===== src/rtl/cc_bus_sequencer.sv =====
// Two-requester bus sequencer: round-robin burst grants, bounded burst length,
// and a fixed turnaround gap between bus owners.
module cc_bus_sequencer #(
  parameter int DATA_W     = 7,
  parameter int MAX_BURST  = 4,
  parameter int TURNAROUND = 1
) (
  input  logic              clk,
  input  logic              rst,
  input  logic              en,
  input  logic              a_req,
  input  logic [DATA_W-1:0] a_data,
  input  logic              a_last,
  output logic              a_ack,
  input  logic              b_req,
  input  logic [DATA_W-1:0] b_data,
  input  logic              b_last,
  output logic              b_ack,
  output logic              out_valid,
  output logic [DATA_W-1:0] out_data,
  output logic              out_src,
  input  logic              out_ready,
  output logic              busy
);

  localparam int CNT_W = $clog2(MAX_BURST + 1);
  localparam int GAP_W = (TURNAROUND > 1) ? $clog2(TURNAROUND) : 1;
  localparam logic [CNT_W-1:0] LAST_BEAT = CNT_W'(MAX_BURST - 1);
  localparam logic [GAP_W-1:0] GAP_LOAD  = GAP_W'(TURNAROUND - 1);

  typedef enum logic [1:0] {IDLE, GNT_A, GNT_B, GAP} state_t;

  state_t             state, state_d;
  logic               src_d;
  logic               rr_ptr, rr_d;
  logic [CNT_W-1:0]   beat_cnt, beat_d;
  logic [GAP_W-1:0]   gap_cnt, gap_d;
  logic               sel_req, sel_last;

  assign sel_req  = (state == GNT_A) ? a_req  : (state == GNT_B) ? b_req  : 1'b0;
  assign sel_last = (state == GNT_A) ? a_last : (state == GNT_B) ? b_last : 1'b0;

  // NOTE: sequential state uses non-blocking assignments so every register
  // samples the pre-edge values of its peers.
  always_ff @(posedge clk) begin
    if (rst) begin
      state    <= IDLE;
      out_src  <= 1'b0;
      beat_cnt <= '0;
      gap_cnt  <= '0;
      rr_ptr   <= 1'b0;
    end else begin
      state    <= state_d;
      out_src  <= src_d;
      beat_cnt <= beat_d;
      gap_cnt  <= gap_d;
      rr_ptr   <= rr_d;
    end
  end

  // NOTE: every variable gets a default first so no path infers a latch.
  always_comb begin
    state_d = state;
    src_d   = out_src;
    beat_d  = beat_cnt;
    gap_d   = gap_cnt;
    rr_d    = rr_ptr;
    unique case (state)
      IDLE: begin
        if (en) begin
          if (a_req && b_req) begin
            state_d = rr_ptr ? GNT_B : GNT_A;
            src_d   = rr_ptr;
            rr_d    = ~rr_ptr;
          end else if (a_req) begin
            state_d = GNT_A;
            src_d   = 1'b0;
          end else if (b_req) begin
            state_d = GNT_B;
            src_d   = 1'b1;
          end
        end
      end
      GNT_A, GNT_B: begin
        // A withdrawn request ends the burst even without a transfer.
        if (!sel_req || (out_ready && (sel_last || beat_cnt == LAST_BEAT))) begin
          state_d = GAP;
          beat_d  = '0;
          gap_d   = GAP_LOAD;
        end else if (out_ready) begin
          beat_d = beat_cnt + 1'b1;
        end
      end
      GAP: begin
        if (gap_cnt == '0) state_d = IDLE;
        else               gap_d   = gap_cnt - 1'b1;
      end
      default: state_d = IDLE;
    endcase
  end

  // Outputs are suppressed while rst is high so an aborted burst never acks.
  always_comb begin
    out_valid = 1'b0;
    out_data  = '0;
    a_ack     = 1'b0;
    b_ack     = 1'b0;
    if (!rst) begin
      if (state == GNT_A && a_req) begin
        out_valid = 1'b1;
        out_data  = a_data;
        a_ack     = out_ready;
      end else if (state == GNT_B && b_req) begin
        out_valid = 1'b1;
        out_data  = b_data;
        b_ack     = out_ready;
      end
    end
  end

  assign busy = (state != IDLE);

endmodule


===== config.mk =====
export PLATFORM = sky130hd
export DESIGN_NAME = cc_bus_sequencer
export DESIGN_NICKNAME = d
export VERILOG_FILES = /design/src/rtl/cc_bus_sequencer.sv
export SDC_FILE = /design/constraint.sdc
export NUM_CORES = 1
export LEC_CHECK = 0
export CORE_MARGIN = 8
export CORE_UTILIZATION = 38
export CTS_CLUSTER_SIZE = 16
export DETAILED_ROUTE_END_ITERATION = 8
export HOLD_SLACK_MARGIN = 0.12
export PLACE_DENSITY = 0.77
export SLEW_MARGIN = 10
export SYNTH_ARGS = -nofsm -noshare
export SYNTH_HDL_FRONTEND = slang
export SYNTH_SLANG_ARGS = --single-unit
export TNS_END_PERCENT = 10

===== constraint.sdc =====
create_clock -name clk -period 2.1 [get_ports clk]
set_input_delay 0.525 -clock clk [delete_from_list [all_inputs] [get_ports clk]]
set_output_delay 0.525 -clock clk [all_outputs]
set_load 0.01 [all_outputs]

Word-level counts from Yosys, hierarchy flattened
Index checks and enable logic that the tools add are counted.
{"block": "word_totals", "reg_bits": 8, "out_inout_bits": 12, "wordCells": 65, "in_bits": 22}
{"block": "op_classes", "eq_ne": 8, "addsub": 2, "muxes": 31, "reduce_logical": 18, "n_bitwise": 1}
{"cell": "2-to-1 mux 7 bit", "count": 3}
{"cell": "2-to-1 mux 1 bit", "count": 17}
{"cell": "2-to-1 mux 2 bit", "count": 7}
{"cell": "2-to-1 mux 3 bit", "count": 2}
{"cell": "!= test 2 bit (second input constant)", "count": 3}
{"cell": "case mux 2 bit (3 select lines)", "count": 1}
{"cell": "AND reduction 3 bit", "count": 2}
{"cell": "nonzero test 2 bit", "count": 3}
{"cell": "== test 2 bit (second input constant)", "count": 2}
{"cell": "logical AND 1 bit", "count": 4}
{"cell": "!= test 4 bit (second input constant)", "count": 1}
{"cell": "AND reduction 2 bit", "count": 2}
{"cell": "AND reduction 4 bit", "count": 1}
{"cell": "adder 3 x 1 -> 3 bit (second input constant)", "count": 1}
{"cell": "== test 3 x 2 -> 1 bit (second input constant)", "count": 1}
{"cell": "nonzero test 3 bit", "count": 1}
{"cell": "== test 2 x 1 -> 1 bit (second input constant)", "count": 1}
{"cell": "logical NOT 2 bit", "count": 1}
{"cell": "logical OR 1 bit", "count": 2}
{"cell": "case mux 1 bit (2 select lines)", "count": 1}
{"cell": "OR reduction 2 bit", "count": 1}
{"cell": "logical NOT 1 bit", "count": 1}
{"cell": "inverter 1 bit", "count": 1}
{"cell": "subtractor 1 bit (second input constant)", "count": 1}

Longest topological paths before layout
Gate-level depths: netlist of the first run.
{"block": "logic_depth", "ltp_word": 8, "depth_mapped": 7, "depth_no_buf": 6}

Worst setup path after synthesis of the first run
No wires, ideal clock.
{"block": "synth_timing", "path_type": "reg-to-output", "start": "register state[1]", "end": "output port out_data[3]", "path_buffers": 1, "t_arrival_ns": 1.271, "path_slack_ns": 0.304, "stages_incl_launch_ff": 8, "required_ns": 1.575, "cell_sequence": "dfxtp_1 -> inv_1 -> ha_1 -> and2_1 -> buf_2 -> nor2_1 -> a22oi_1 -> nor2_1"}
{"block": "synth_between", "elab_chain_cells": 5, "word_cells_on_any_way": 7, "classes_between": "eq/ne: 2; mux: 3; reduce/logical: 2"}
{"element": "from (decl)", "line": "33", "source": "state_t state, state_d;"}
{"element": "from (signal assigned)", "line": "53", "source": "state <= state_d;"}
{"element": "== test 2 bit", "line": "113", "source": "end else if (state == GNT_B && b_req) begin"}
{"element": "logical AND 1 bit", "line": "113"}
{"element": "2-to-1 mux 7 bit", "line": "113"}
{"element": "2-to-1 mux 7 bit (*)", "line": "109", "source": "if (state == GNT_A && a_req) begin"}
{"element": "2-to-1 mux 7 bit (*)", "line": "108", "source": "if (!rst) begin"}
{"element": "to (decl)", "line": "20", "source": "output logic [DATA_W-1:0] out_data,"}
Mark *: on every way between the ends. The rest lies on a longest branch, timed or not.

Worst setup path after layout of the first run
{"block": "layout_timing", "start": "register state[1]", "end": "output port out_data[2]"}
The elaborated chain is that of the path after synthesis.

==> key figures, run 1 <==
Cells and area
  • Final nets: 164
  • Reg area: 141 um2
  • Most common cell after layout, fill and taps aside: clkdlybuf4s50_1
  • Area of the multi-input gates: 482 um2
  • Layout cells sized above 1: 31.9%
  • # fillers: 131
  • Most frequent cells in the layout: clkdlybuf4s50_1, buf_4, nand2_1
  • ANT cells: 0
  • Area Growth Syn to Fin: 74.7%
  • Final core utilization: 71.8%

Yosys
  • Post-synth EDFFs: 0
  • YS warnings: 0
  • Largest cells by area after synthesis: dfxtp_1, ha_1, a21oi_1
  • Synth top area share: 22.4%
  • Yosys reg bits: 7
  • Number of distinct library cells after synthesis: 29
  • Register area share after synthesis: 22.4%
  • Syn_area_per_cell: 7.29 um2
  • Syn Nets: 114
  • Prevailing post-synth register cell: dfxtp_1
  • Gate Count Post-Synth: 86
  • Syn Std Cell Area: 627 um2
  • Leading area contributor after synthesis: dfxtp_1
  • Share of flip-flops with an asynchronous set or reset: 0%

Critical path
  • CP startpoint: state[1]
  • Worst EP required: 1.57 ns
  • Arrival time worst endpoint: 1.51 ns
  • Worst Reg-to-Reg Cells: 7
  • CP max FO: 5
  • Worst setup path end: out_data[2]
  • Worst R2R Setup Slack: 0.32 ns
  • Crit Path Category: reg2out
  • Critical R2R Launch: state[0]
  • Reg2reg end: state[1]
  • Critical path launch point type: register
  • CP Capture Type: primary output

Pwr
  • Internal power: 580 uW
  • Clk pwr share: 12.5%
  • Pleak: 0.000511 uW
  • Power Dens Cells: 906 nW/um2
  • Reg power frac: 18.9%
  • Sw power: 412 uW
  • Sw Share: 41.5%
  • Peak VDD IR: 0.835 mV
  • Comb power frac: 68.6%

Floorplanning
  • Die Ht: 56.6 um
  • Die area: 3210 um2
  • Core region area: 1520 um2
  • Initial core utilization: 41.1%
  • Die W: 56.6 um
  • I/O pins: 34
  • Std-Cell Rows: 14

Route
  • Met2 routed wirelength: 977 um
  • Routed Antenna Nets: 0
  • Via/cell ratio: 5.17
  • WL final: 2070 um
  • Post-Route M1 WL: 930 um
  • Max layer used: met4
  • Drt wl/cell: 13.7 um
  • Via count: 781
  • 1st-pass router iterations: 4
  • Initial DRC count: 7
  • Metal3 WL: 141 um
  • DRC: 0

Flow run
  • Max-cap violations: 0

Timing
  • Period minus WS final: 2.03 ns
  • Tcrit/Tclk final: 96.7%
  • Rel. slew slack: 83.5%
  • RSZ-0062 raised after global routing: yes
  • Clock Skew: 0.00488 ns
  • Slew @ Worst Pin: 0.246 ns
  • Fmax achieved: 493 MHz
  • Post-route setup TNS: 0 ns
  • Count of final max-slew check failures: 0
  • Final hold vios: 0
  • Final setup violation count: 0

Clock tree
  • Htree depth: 1
  • Cts bufs inserted: 3
  • TritonCTS clock tree: built
  • Clk buf depth: 2
  • TritonCTS Sinks: 7
  • Clk slew on worst S/H paths: 0.05 ns
  • Hold Buf Count CTS: 0
  • Clock root buffer master: clkbuf_4
  • Clk_lat worst skew: 0.25 ns

Global routing
  • Vias in the first global route: 856
  • Antenna violations before repair: 0
  • First-pass GRT wire length: 3450 um
  • Largest net degree at the start of global routing: 11
  • Global route overflow: 0
  • GRT Total Usage: 12.7%

Place
  • GPL Wtd Cong: 0.723
  • Dpl hpwl: 1630 um
  • Port Buffers: 33

Min path
  • Hold Crit Class: reg2reg
  • Hold path startpoint: out_src
  • Hold path depth: 2

Status
  • Outcome: finished clean
-- registers in the layout, indices dropped and copies added, names as in the netlist --
name,cells
beat_cnt,3
state,2
out_src,1
rr_ptr,1
-- area by class of cell --
| class | count | share of cell area [%] |
|---|---|---|
| clock buffer | 4 | 2.40 |
| inverter | 7 | 2.40 |
| multi-input combinational | 69 | 44.0 |
| sequential | 7 | 12.9 |
| tap | 16 | 1.83 |
| timing repair buffer | 48 | 36.5 |
-- through the flow --
stage                     hold WS (ns)  setup slack (ns)  std cells  area (um2)  power (uW)
after floorplan                  0.450             0.304         86         627         557
after global placement           0.443            -0.537        145        1050         831
after detailed placement         0.457            -0.587        145        1050         850
after CTS                        0.465            0.0238        150        1070         968
after global routing             0.489           -0.0345        151        1090        1070
final                            0.460            0.0696        151        1090         992
-- how the worst min path moves through the flow --
stage	endpoint	slack, ns
6_report	out_src	0.46
5_1_grt	out_src	0.49
4_1_cts	out_src	0.46
3_5_place_dp	out_src	0.46
3_3_place_gp	out_src	0.44
2_1_floorplan	beat_cnt[2]	0.45
-- kinds of logic after synthesis --
kind of cell | Yosys count | synth area share, %
fa+ha+maj | 6 | 12.0
compound gates | 26 | 25.7
mux | 2 | 3.99
xor+xnor | 1 | 1.40
buf+inv | 10 | 7.38
flops | 7 | 22.4
simple gates | 34 | 27.1
-- synthesized netlist by cell type, types with 2 or more instances --
cell type,number
nand2b_1,2
ha_1,6
nor3_1,2
a21o_1,3
a22oi_1,2
dfxtp_1,7
o21ai_0,4
nand4_1,2
nand2_1,13
nand4b_1,2
inv_1,7
a21oi_1,12
nor2_1,8
-- worst max-delay path, cell delays in order, from the launching register on --
cell and delay [ns]:
dfxtp_1 0.33, buf_4 0.10, ha_2 0.17, nand2_2 0.07
a21o_1 0.18, buf_4 0.16, a21oi_2 0.09, buf_2 0.14
-- per-layer routing --
metal  GRT usage [%]  vias up
li1                -      398
met5               0        -
met1            14.4      353
met2            21.5       28
met3            2.70        2
met4            6.87        0
-- power groups by stage --
stage	logic (uW)	registers (uW)	clock network, uW
global route	750	190	132
finish	680	187	124
global placement	651	180	0
detailed placement	668	182	0
CTS	658	180	130
floorplan	379	178	0
-- timing repair --
item,in CTS,in global routing
gates resized for setup,38,11
endpoints found under the setup margin,11,9
pin swaps,1,0
setup buffers,1,1
(Power assumes the default switching activity.)
==> run 2: changes to the inputs <==
CORE_ASPECT_RATIO = 1.1   (was unset)
==> run 2 against run 1 <==
- maximum frequency barely moved
- sequential power barely moved
- cell count did not move
- non-clock buffer count fell by 1
- global-route usage fell by 0.63 points
- worst setup slack got worse by 0.0013 ns
- sequential share of layout area rose by 0.099 points
- core utilization fell by 1.5 points
- combinational power barely moved
- critical endpoint is now out_data[0]
==> key figures, run 2 (synthesized netlist as in run 1, its figures left out) <==
Critical path
  • Critical R2R Launch: state[0]
  • Critical-path cell list: buf_4 -> ha_4 -> nand2_2 -> a21o_1 -> buf_6 -> a21oi_2 -> buf_2
  • Worst EP required: 1.57 ns (about the same)
  • CP Capture Type: primary output
  • CP startpoint: state[1]
  • Worst R2R Setup Slack: 0.34 ns (+0.02 ns)
  • Top delay family on crit path: buffers and inverters
  • Arrival time worst endpoint: 1.51 ns (about the same)
  • Crit Path Category: reg2out
  • Largest stage delay, worst path: 0.32 ns (about the same)
  • CP max FO: 4 (-1)
  • Crit path max-delay cell type: dfxtp_2
  • Cell count along the critical path: 7 (unchanged)
  • Reg2reg end: state[1]
  • Buf/Inv on CP: 3 (unchanged)
  • Critical path launch point type: register
  • Worst setup path end: out_data[0]
  • Worst Reg-to-Reg Cells: 7 (unchanged)

Cells and area
  • Largest register FFs: 3 (unchanged)
  • ANT cells: 0 (unchanged)
  • Non-filler instance count after layout: 151 (unchanged)
  • Area Growth Syn to Fin: 74.9%
  • Largest regs: beat_cnt (3), state (2)
  • # fillers: 131 (unchanged)
  • Most common cell after layout, fill and taps aside: clkdlybuf4s50_1
  • Reg with most FFs: beat_cnt
  • Final core utilization: 70.4% (-1.5 points)
  • Most frequent cells in the layout: clkdlybuf4s50_1, buf_4, nand2_1, a21oi_1, nor2_1
  • Final nets: 163 (-0.61%)
  • Layout cells sized above 1: 32.1% (+0.24 points)

Clock tree
  • Clk buf depth: 2 (unchanged)
  • TritonCTS clock tree: built
  • Clk slew on worst S/H paths: 0.05 ns (about the same)
  • Htree depth: 1 (unchanged)
  • Hold Buf Count CTS: 0 (unchanged)
  • Clk_lat worst skew: 0.26 ns (about the same)
  • TritonCTS Sinks: 7 (unchanged)
  • Clock root buffer master: clkbuf_4
  • Cts bufs inserted: 3 (unchanged)

Global routing
  • Largest net degree at the start of global routing: 11 (unchanged)
  • Vias in the first global route: 714 (-17%)
  • Antenna violations before repair: 0 (unchanged)
  • First-pass GRT wire length: 2930 um (-15%)
  • GRT Total Usage: 12.1% (-0.63 points)
  • Global route overflow: 0 (unchanged)

Status
  • Outcome: finished clean

Route
  • DRC: 0 (unchanged)
  • WL final: 2090 um (+1.1%)
  • Met2 routed wirelength: 998 um (+2.1%)
  • Drt wl/cell: 13.8 um (+1.1%)
  • Initial DRC count: 20 (+13)
  • 1st-pass router iterations: 2 (-2)
  • Max layer used: met4
  • Routed Antenna Nets: 0 (unchanged)
  • Via count: 780 (-0.13%)
  • Metal3 WL: 265 um (+88%)
  • Via/cell ratio: 5.17 (-0.13%)
  • Post-Route M1 WL: 782 um (-16%)

Floorplanning
  • Die W: 54.7 um (-3.3%)
  • Core region area: 1560 um2 (+2.2%)
  • Die Ht: 58.6 um (+3.5%)
  • I/O pins: 34 (unchanged)
  • Die area: 3210 um2 (about the same)
  • Initial core utilization: 40.2% (-0.89 points)
  • Std-Cell Rows: 15 (+1)

Timing
  • Slew @ Worst Pin: 0.252 ns (+0.00525 ns)
  • Count of final max-slew check failures: 0 (unchanged)
  • Fmax achieved: 492 MHz (about the same)
  • Rel. slew slack: 83.2% (-0.35 points)
  • Worst hold slack: 0.457 ns (-0.00293 ns)
  • Tcrit/Tclk final: 96.7% (about the same)
  • Final setup violation count: 0 (unchanged)
  • Period minus WS final: 2.03 ns (+0.00132 ns)
  • Clock Skew: 0.00629 ns (+0.00141 ns)
  • Final hold vios: 0 (unchanged)

Pwr
  • Peak VDD IR: 0.628 mV (-25%)
  • Pleak: 0.000502 uW (-1.8%)
  • Pwr Total: 992 uW (about the same)
  • Power Dens Cells: 906 nW/um2 (about the same)

Flow run
  • Max-cap violations: 0 (unchanged)

Min path
  • Hold Crit Class: reg2reg
  • Hold path startpoint: out_src

Place
  • Dpl hpwl: 1650 um (+0.94%)
  • Port Buffers: 33 (unchanged)
  • GPL Wtd Cong: 0.843 (+17%)
  • DP Cell Count: 145 (unchanged)
## run 2: worst reg2reg max path, cell delays in order, from the launching register on
cell,delay (ns)
dfxtp_2,0.37
inv_2,0.07
buf_4,0.13
ha_1,0.34
inv_1,0.14
a21oi_1,0.06
a22o_2,0.26
mux2_4,0.29
## run 2: how the worst min path moves through the flow
stage	to	slack, ns	cells after the start
3_5_place_dp	out_src	0.45	2
6_report	out_src	0.46	2
3_3_place_gp	out_src	0.45	2
4_1_cts	out_src	0.46	2
2_1_floorplan	beat_cnt[2]	0.45	2
5_1_grt	out_src	0.50	2
## run 2: layout make-up
class / count / area (um2) / area share (%)
multi-input combinational: 69 / 492 / 44.9
timing repair buffer: 47 / 388 / 35.4
sequential: 7 / 143 / 13.0
clock buffer: 4 / 26.3 / 2.40
inverter: 7 / 26.3 / 2.40
tap: 17 / 21.3 / 1.94
## run 2: repair_timing
item | 4_1_cts | 5_1_grt
pin swaps | 1 | 3
gates resized for setup | 36 | 19
endpoints found under the setup margin | 11 | 10
setup buffers | 2 | 0
## run 2: power by group
part	internal [uW]	switching [uW]	total [uW]
combinational	340	339	679
sequential	165	23.7	189
clock	72.7	52.4	125
total	577	415	992
## run 2: routing by layer
layer	up-vias	GRT usage, %
li1	399	-
met1	347	11.0
met2	29	20.9
met3	5	4.79
met4	0	8.10
met5	-	0
## run 2: through the flow
stage | setup slack, ns | TNS (ns) | area (um2)
4_1_cts | 0.00818 | 0 | 1070
5_1_grt | -0.00879 | -0.0165 | 1100
2_1_floorplan | 0.304 | 0 | 627
3_5_place_dp | -0.596 | -5.12 | 1050
6_report | 0.0683 | 0 | 1100
3_3_place_gp | -0.542 | -4.78 | 1050
==> run 3: changes to the inputs <==
HOLD_SLACK_MARGIN = 0.02   (was 0.12)
==> results of run 3 <==
No change in the layout: final DEF, timing and power equal those of run 2.
